## config.mk

```make
export PLATFORM = sky130hd
export DESIGN_NAME = encoder_8b10b_mlane
export DESIGN_NICKNAME = d
export VERILOG_FILES = /design/src/rtl/encoder_8b10b_mlane.sv
export SDC_FILE = /design/constraint.sdc
export NUM_CORES = 1
export LEC_CHECK = 0
export BUFFER_PORTS_ARGS = -buffer_cell sky130_fd_sc_hd__buf_2
export CAP_MARGIN = 10
export CORE_MARGIN = 1
export CORE_UTILIZATION = 52
export DETAILED_ROUTE_END_ITERATION = 8
export PLACE_DENSITY = 0.69
export SYNTH_ARGS = -nofsm -noshare
export SYNTH_HDL_FRONTEND = slang
export SYNTH_SLANG_ARGS = --single-unit
```

## constraint.sdc

```tcl
create_clock -name clk -period 13.9 [get_ports clk]
set_input_delay 1.39 -clock clk [delete_from_list [all_inputs] [get_ports clk]]
set_output_delay 1.39 -clock clk [all_outputs]
set_load 0.02 [all_outputs]
```

## src/rtl/encoder_8b10b_mlane.sv

```systemverilog
// rtl/encoder_8b10b_mlane.sv - multi-lane two-stage 8b/10b encoder with per-lane running disparity
module encoder_8b10b_mlane #(
  parameter int         LANES     = 2,
  parameter logic [7:0] IDLE_CHAR = 8'hBC
) (
  input  logic                  clk,
  input  logic                  rst,
  input  logic                  idle_en,
  input  logic                  in_valid,
  output logic                  in_ready,
  input  logic [LANES-1:0]      in_k,
  input  logic [8*LANES-1:0]    in_data,
  output logic                  out_valid,
  input  logic                  out_ready,
  output logic [10*LANES-1:0]   out_data,
  output logic [LANES-1:0]      out_k_err,
  output logic [LANES-1:0]      out_rd
);

  // Returns {rd_after, abcdei, fghj}; k must already be qualified as a legal K code.
  function automatic logic [10:0] enc_sym(input logic [7:0] b, input logic k, input logic rd);
    logic [4:0] x;
    logic [2:0] y;
    logic [5:0] c6;
    logic [3:0] c4;
    logic       rd6;
    logic       rd4;
    x = b[4:0];
    y = b[7:5];
    case (x)
      5'd0:  c6 = 6'b100111;  5'd1:  c6 = 6'b011101;  5'd2:  c6 = 6'b101101;  5'd3:  c6 = 6'b110001;
      5'd4:  c6 = 6'b110101;  5'd5:  c6 = 6'b101001;  5'd6:  c6 = 6'b011001;  5'd7:  c6 = 6'b111000;
      5'd8:  c6 = 6'b111001;  5'd9:  c6 = 6'b100101;  5'd10: c6 = 6'b010101;  5'd11: c6 = 6'b110100;
      5'd12: c6 = 6'b001101;  5'd13: c6 = 6'b101100;  5'd14: c6 = 6'b011100;  5'd15: c6 = 6'b010111;
      5'd16: c6 = 6'b011011;  5'd17: c6 = 6'b100011;  5'd18: c6 = 6'b010011;  5'd19: c6 = 6'b110010;
      5'd20: c6 = 6'b001011;  5'd21: c6 = 6'b101010;  5'd22: c6 = 6'b011010;  5'd23: c6 = 6'b111010;
      5'd24: c6 = 6'b110011;  5'd25: c6 = 6'b100110;  5'd26: c6 = 6'b010110;  5'd27: c6 = 6'b110110;
      5'd28: c6 = 6'b001110;  5'd29: c6 = 6'b101110;  5'd30: c6 = 6'b011110;
      default: c6 = 6'b101011;
    endcase
    if (k && x == 5'd28)
      c6 = 6'b001111;
    // D.7 is balanced but still has an RD+ form, like D.x.3 below.
    if (rd && ($countones(c6) != 3 || c6 == 6'b111000))
      c6 = ~c6;
    rd6 = rd ^ ($countones(c6) != 3);
    if (k) begin
      case (y)
        3'd0: c4 = 4'b1011;  3'd1: c4 = 4'b0110;  3'd2: c4 = 4'b1010;  3'd3: c4 = 4'b1100;
        3'd4: c4 = 4'b1101;  3'd5: c4 = 4'b0101;  3'd6: c4 = 4'b1001;
        default: c4 = 4'b0111;
      endcase
      if (rd6)
        c4 = ~c4;
    end else begin
      case (y)
        3'd0: c4 = 4'b1011;  3'd1: c4 = 4'b1001;  3'd2: c4 = 4'b0101;  3'd3: c4 = 4'b1100;
        3'd4: c4 = 4'b1101;  3'd5: c4 = 4'b1010;  3'd6: c4 = 4'b0110;
        default: c4 = ((!rd6 && (x == 5'd17 || x == 5'd18 || x == 5'd20)) ||
                       (rd6 && (x == 5'd11 || x == 5'd13 || x == 5'd14))) ? 4'b0111 : 4'b1110;
      endcase
      if (rd6 && ($countones(c4) != 2 || c4 == 4'b1100))
        c4 = ~c4;
    end
    rd4 = rd6 ^ ($countones(c4) != 2);
    return {rd4, c6, c4};
  endfunction

  logic                 run;
  logic                 s1_full;
  logic [8*LANES-1:0]   s1_data;
  logic [LANES-1:0]     s1_k;
  logic [LANES-1:0]     s1_kerr;
  logic [LANES-1:0]     legal_k;
  logic [10*LANES-1:0]  enc_data;
  logic [LANES-1:0]     enc_rd;
  logic                 s2_adv;
  logic                 accept;

  assign s2_adv   = ~out_valid | out_ready;
  assign in_ready = run & (~s1_full | s2_adv);
  assign accept   = in_valid & in_ready;

  always_comb begin
    legal_k = '0;
    for (int n = 0; n < LANES; n++)
      legal_k[n] = (in_data[8*n +: 5] == 5'd28) ||
                   (in_data[8*n+5 +: 3] == 3'd7 &&
                    (in_data[8*n +: 5] == 5'd23 || in_data[8*n +: 5] == 5'd27 ||
                     in_data[8*n +: 5] == 5'd29 || in_data[8*n +: 5] == 5'd30));
  end

  // S2 encodes either the S1 beat or an idle comma, always from the lane's committed RD.
  always_comb begin
    enc_data = '0;
    enc_rd   = '0;
    for (int n = 0; n < LANES; n++)
      {enc_rd[n], enc_data[10*n +: 10]} = enc_sym(s1_full ? s1_data[8*n +: 8] : IDLE_CHAR,
                                                  s1_full ? s1_k[n] : 1'b1, out_rd[n]);
  end

  always_ff @(posedge clk or posedge rst) begin
    if (rst) begin
      run       <= 1'b0;
      s1_full   <= 1'b0;
      s1_data   <= '0;
      s1_k      <= '0;
      s1_kerr   <= '0;
      out_valid <= 1'b0;
      out_data  <= '0;
      out_k_err <= '0;
      out_rd    <= '0;
    end else begin
      run <= 1'b1;
      if (accept) begin
        s1_full <= 1'b1;
        s1_data <= in_data;
        s1_k    <= in_k & legal_k;
        s1_kerr <= in_k & ~legal_k;
      end else if (s2_adv) begin
        s1_full <= 1'b0;
      end
      if (s2_adv) begin
        if (s1_full || (idle_en && !in_valid)) begin
          out_valid <= 1'b1;
          out_data  <= enc_data;
          out_rd    <= enc_rd;
          out_k_err <= s1_full ? s1_kerr : '0;
        end else begin
          out_valid <= 1'b0;
        end
      end
    end
  end

endmodule

```

==> flow_summary.toml <==
[min_path]
hold_end = "out_data[12]"
worstHoldPathCells = 2
timing.hold.worst.class = "reg -> reg"
min_from = "out_data[12]"

[timing]
setup-tns-final_ns = 0
hold_violation_total_from_the_final_report = 0
slew-limit-headroom_pct = 34.9
final-max-slew-violation-count = 0
minimum_hold_slack_ns = 0.472
final_min_period_over_clock_period_pct = 83.8
finClkSkew_ns = 0.00708
report.final.setup_viol = 0
rsz_0062_raised_after_global_routing = "false"
period_needed_ns = 11.64
worstMarginPinSlew_ns = 0.975
max_freq_ghz = 0.0859

[worst_setup_path]
worst_setup_path_start_kind = "flop"
max_fo_critical_path = 40
crit_path_frequent_cell = "ha_1"
worst_setup_path_end_kind = "flop"
cpPeakStageDelay_ns = 0.67
worstPathArrival_ns = 11.82
timing_worst_setup_path_type = "reg -> reg"
regToRegSetupSlack_ns = 2.26
worstPathRequired_ns = 14.08
crit_path_top_delay_cell = "xnor2_1"
crit-reg2reg-launch = "s1_full"
reg2reg_depth = 45
crit-reg2reg-capture = "out_rd[0]"

[placement]
placedInstanceArea_um2 = 4900
placement.io_buffers = 48
placed_wire_length_estimate_after_detailed_placement_um = 7390
gp_congestion = 0.875

[yosys]
yosys_register_bits = 47
synth.cell_area_um2 = 4650
synth_top_cells_by_area = "dfrtp_1 (25%), ha_1 (9.7%), mux2_2 (6.3%)"
synthDominantCellAreaShare_pct = 25.3
synth-warning-count = 0
netlist.top_cell.by_area = "dfrtp_1"
yosys.cell_types.count = 67
synth_sequential_area_ratio_pct = 25.3
synth_flop_cell = "dfrtp_1"
syn_nets = 617
postSynth.asyncResetShare_pct = 100
number_of_synthesized_flops_with_an_enable_pin = 0
synth_cells = 544
syn-mean-instance-area_um2 = 8.55

[pwr]
max-vdd-ir-drop_mv = 0.152
power.total_mw = 1.36
intPower_mw = 0.686
sequential_share_of_power_pct = 17.2
combPwrFrac_pct = 76.9
swShare_pct = 49.7
cellLeakagePower_nw = 2.21
power.clock.fraction_pct = 5.9
power.net_switching_mw = 0.677
pwr_density_cell_nw_per_um2 = 273

[global_routing]
wire_length_of_the_first_global_routing_pass_um = 16200
global_route.usage.total_pct = 22.1
grt_antenna_before_repair = 0
pin_count_of_the_biggest_net_entering_global_routing = 48
first_global_vias = 3472
grt.overflow.total = 0

[routing]
wl_per_cell_um = 14.4
routed_wl_um = 9760
top_routing_layer_in_use = "met4"
wl_met3_um = 477
vias = 3912
drcViolationCount = 0
m1WireLength_um = 5050
postRouteAntennaNets = 0
dr.first_iter.drc_count = 284
met2_wirelength_um = 4160
first_pass_iters = 4
avgViaCountPerCell = 5.76

[finish]
n_fill_cell = 768
area.growth.synth_to_final_pct = 7.13
layout_common_cells = "nand2_1 (52), buf_2 (48), dfrtp_1 (47), inv_1 (42), nor2_1 (39)"
final_design_area_no_fill_um2 = 4980
layout.nets = 643
n_antenna_cell = 0
drive_gt1_share_pct = 16.8
layout.cells.most_common = "nand2_1"

[die]
initial_utilization_pct = 53.6
die_h_um = 96.6
pin_count = 49
floorplan.core_area_um2 = 8680
num_rows = 34
die_x_um = 96.6
die_area_um2 = 9320

[clock_network]
clock_tree_from_tritoncts = "built"
clk_transition_reported_paths_ns = 0.09
post_cts_hold_buffer_count = 0
clkLatencyLatePin_ns = 0.30
cts_made_buffers = 5
cts.repair.resized = 0
cts.root.buffer_cell = "clkbuf_8"
cts.path.max_buffers = 2
cts_htree_levels = 2
post_cts.repair.setup_buffers = 0
tritoncts_num_sinks = 47

[run_status]
outcome = "finished clean"

[job]
max_cap_viol_count = 0
-- critical path, delay by kind of cell, from the launching register on --
| kind | cells | cell delay, ns |
|---|---|---|
| multiplexers | 1 | 0.36 |
| XOR/XNOR | 5 | 1.29 |
| flip-flops | 1 | 0.36 |
| AND/OR/NAND/NOR | 11 | 1.79 |
| adder cells (fa/ha/maj) | 15 | 5.29 |
| AO/OA/AOI/OAI | 5 | 1.67 |
| buffers and inverters | 8 | 0.73 |
-- power groups by stage --
stage                     clock network, mW  logic, mW  registers [mW]
after floorplan                           0      0.830           0.249
after CTS                            0.0842       1.05           0.234
after detailed placement                  0       1.05           0.237
final                                0.0805       1.05           0.235
after global routing                 0.0898       1.23           0.244
after global placement                    0       1.02           0.236
-- cells by family after synthesis --
group	Yosys count	synth area share, %
simple gates	180	19.5
compound gates	134	20.1
buf+inv	74	6.49
fa+ha+maj	51	15.9
flops	47	25.3
mux	35	8.45
xor+xnor	22	4.14
other cells	1	0.0807
-- sequential cells by signal, indices dropped and copies added, names as in the netlist --
register / cells
s1_data: 16
out_valid: 1
s1_kerr: 2
out_k_err: 2
s1_full: 1
run: 1
s1_k: 2
out_data: 20
out_rd: 2
-- synth_stat cells (2+ instances only) --
cell / count
nand2_1: 52
dfrtp_1: 47
inv_1: 43
nor2_1: 39
ha_1: 36
mux2_2: 26
a21oi_1: 23
o21ai_0: 22
nand2b_1: 18
clkbuf_1: 17
nor3_1: 17
xnor2_1: 15
a31oi_1: 14
fa_1: 14
buf_2: 13
nor2b_1: 11
o21ai_1: 11
a211oi_1: 9
and2_1: 9
mux2i_1: 7
nand3_1: 7
nand3b_1: 7
o21a_1: 7
xor2_1: 7
a22oi_1: 5
nor3b_1: 5
o31ai_1: 5
a211o_1: 4
a2111oi_0: 3
and3_1: 3
nand4_1: 3
o211ai_1: 3
a21o_1: 2
a22o_1: 2
mux2_4: 2
o221ai_1: 2
o31a_1: 2
o32ai_1: 2
or2_1: 2
-- worst max path at each step --
stage / from / to / slack, ns / cells past startpoint
5_1_grt: s1_full / out_rd[0] / 1.37 / 45
6_report: s1_full / out_rd[0] / 2.26 / 45
3_5_place_dp: s1_full / out_rd[0] / 2.31 / 45
3_3_place_gp: s1_full / out_rd[0] / 2.50 / 45
4_1_cts: s1_full / out_rd[0] / 2.29 / 45
2_1_floorplan: s1_full / out_rd[0] / 3.06 / 48
-- area by class of cell --
cell class / count / area, um2 / share of cell area [%]
multi-input cells: 423 / 3170 / 63.7
flip-flops and latches: 47 / 1180 / 23.6
repair buffers: 50 / 255 / 5.12
inverters: 43 / 161 / 3.24
well taps: 108 / 135 / 2.71
clock buffers: 7 / 76.3 / 1.53
clock inverters: 1 / 5.00 / 0.100
-- stage by stage --
stage	util [%]	setup slack (ns)	std cells
floorplan	-	3.06	544
global placement	56.5	2.50	671
detailed placement	56.5	2.31	671
CTS	57.4	2.29	679
global route	57.4	1.37	679
finish	57.4	2.26	679
-- routing by layer --
layer | global-route usage (%) | up-vias
met2 | 34.0 | 113
met3 | 3.36 | 7
met5 | 0 | -
li1 | - | 1954
met4 | 5.15 | 0
met1 | 32.5 | 1838
Power figures use the tool's default switching activity.
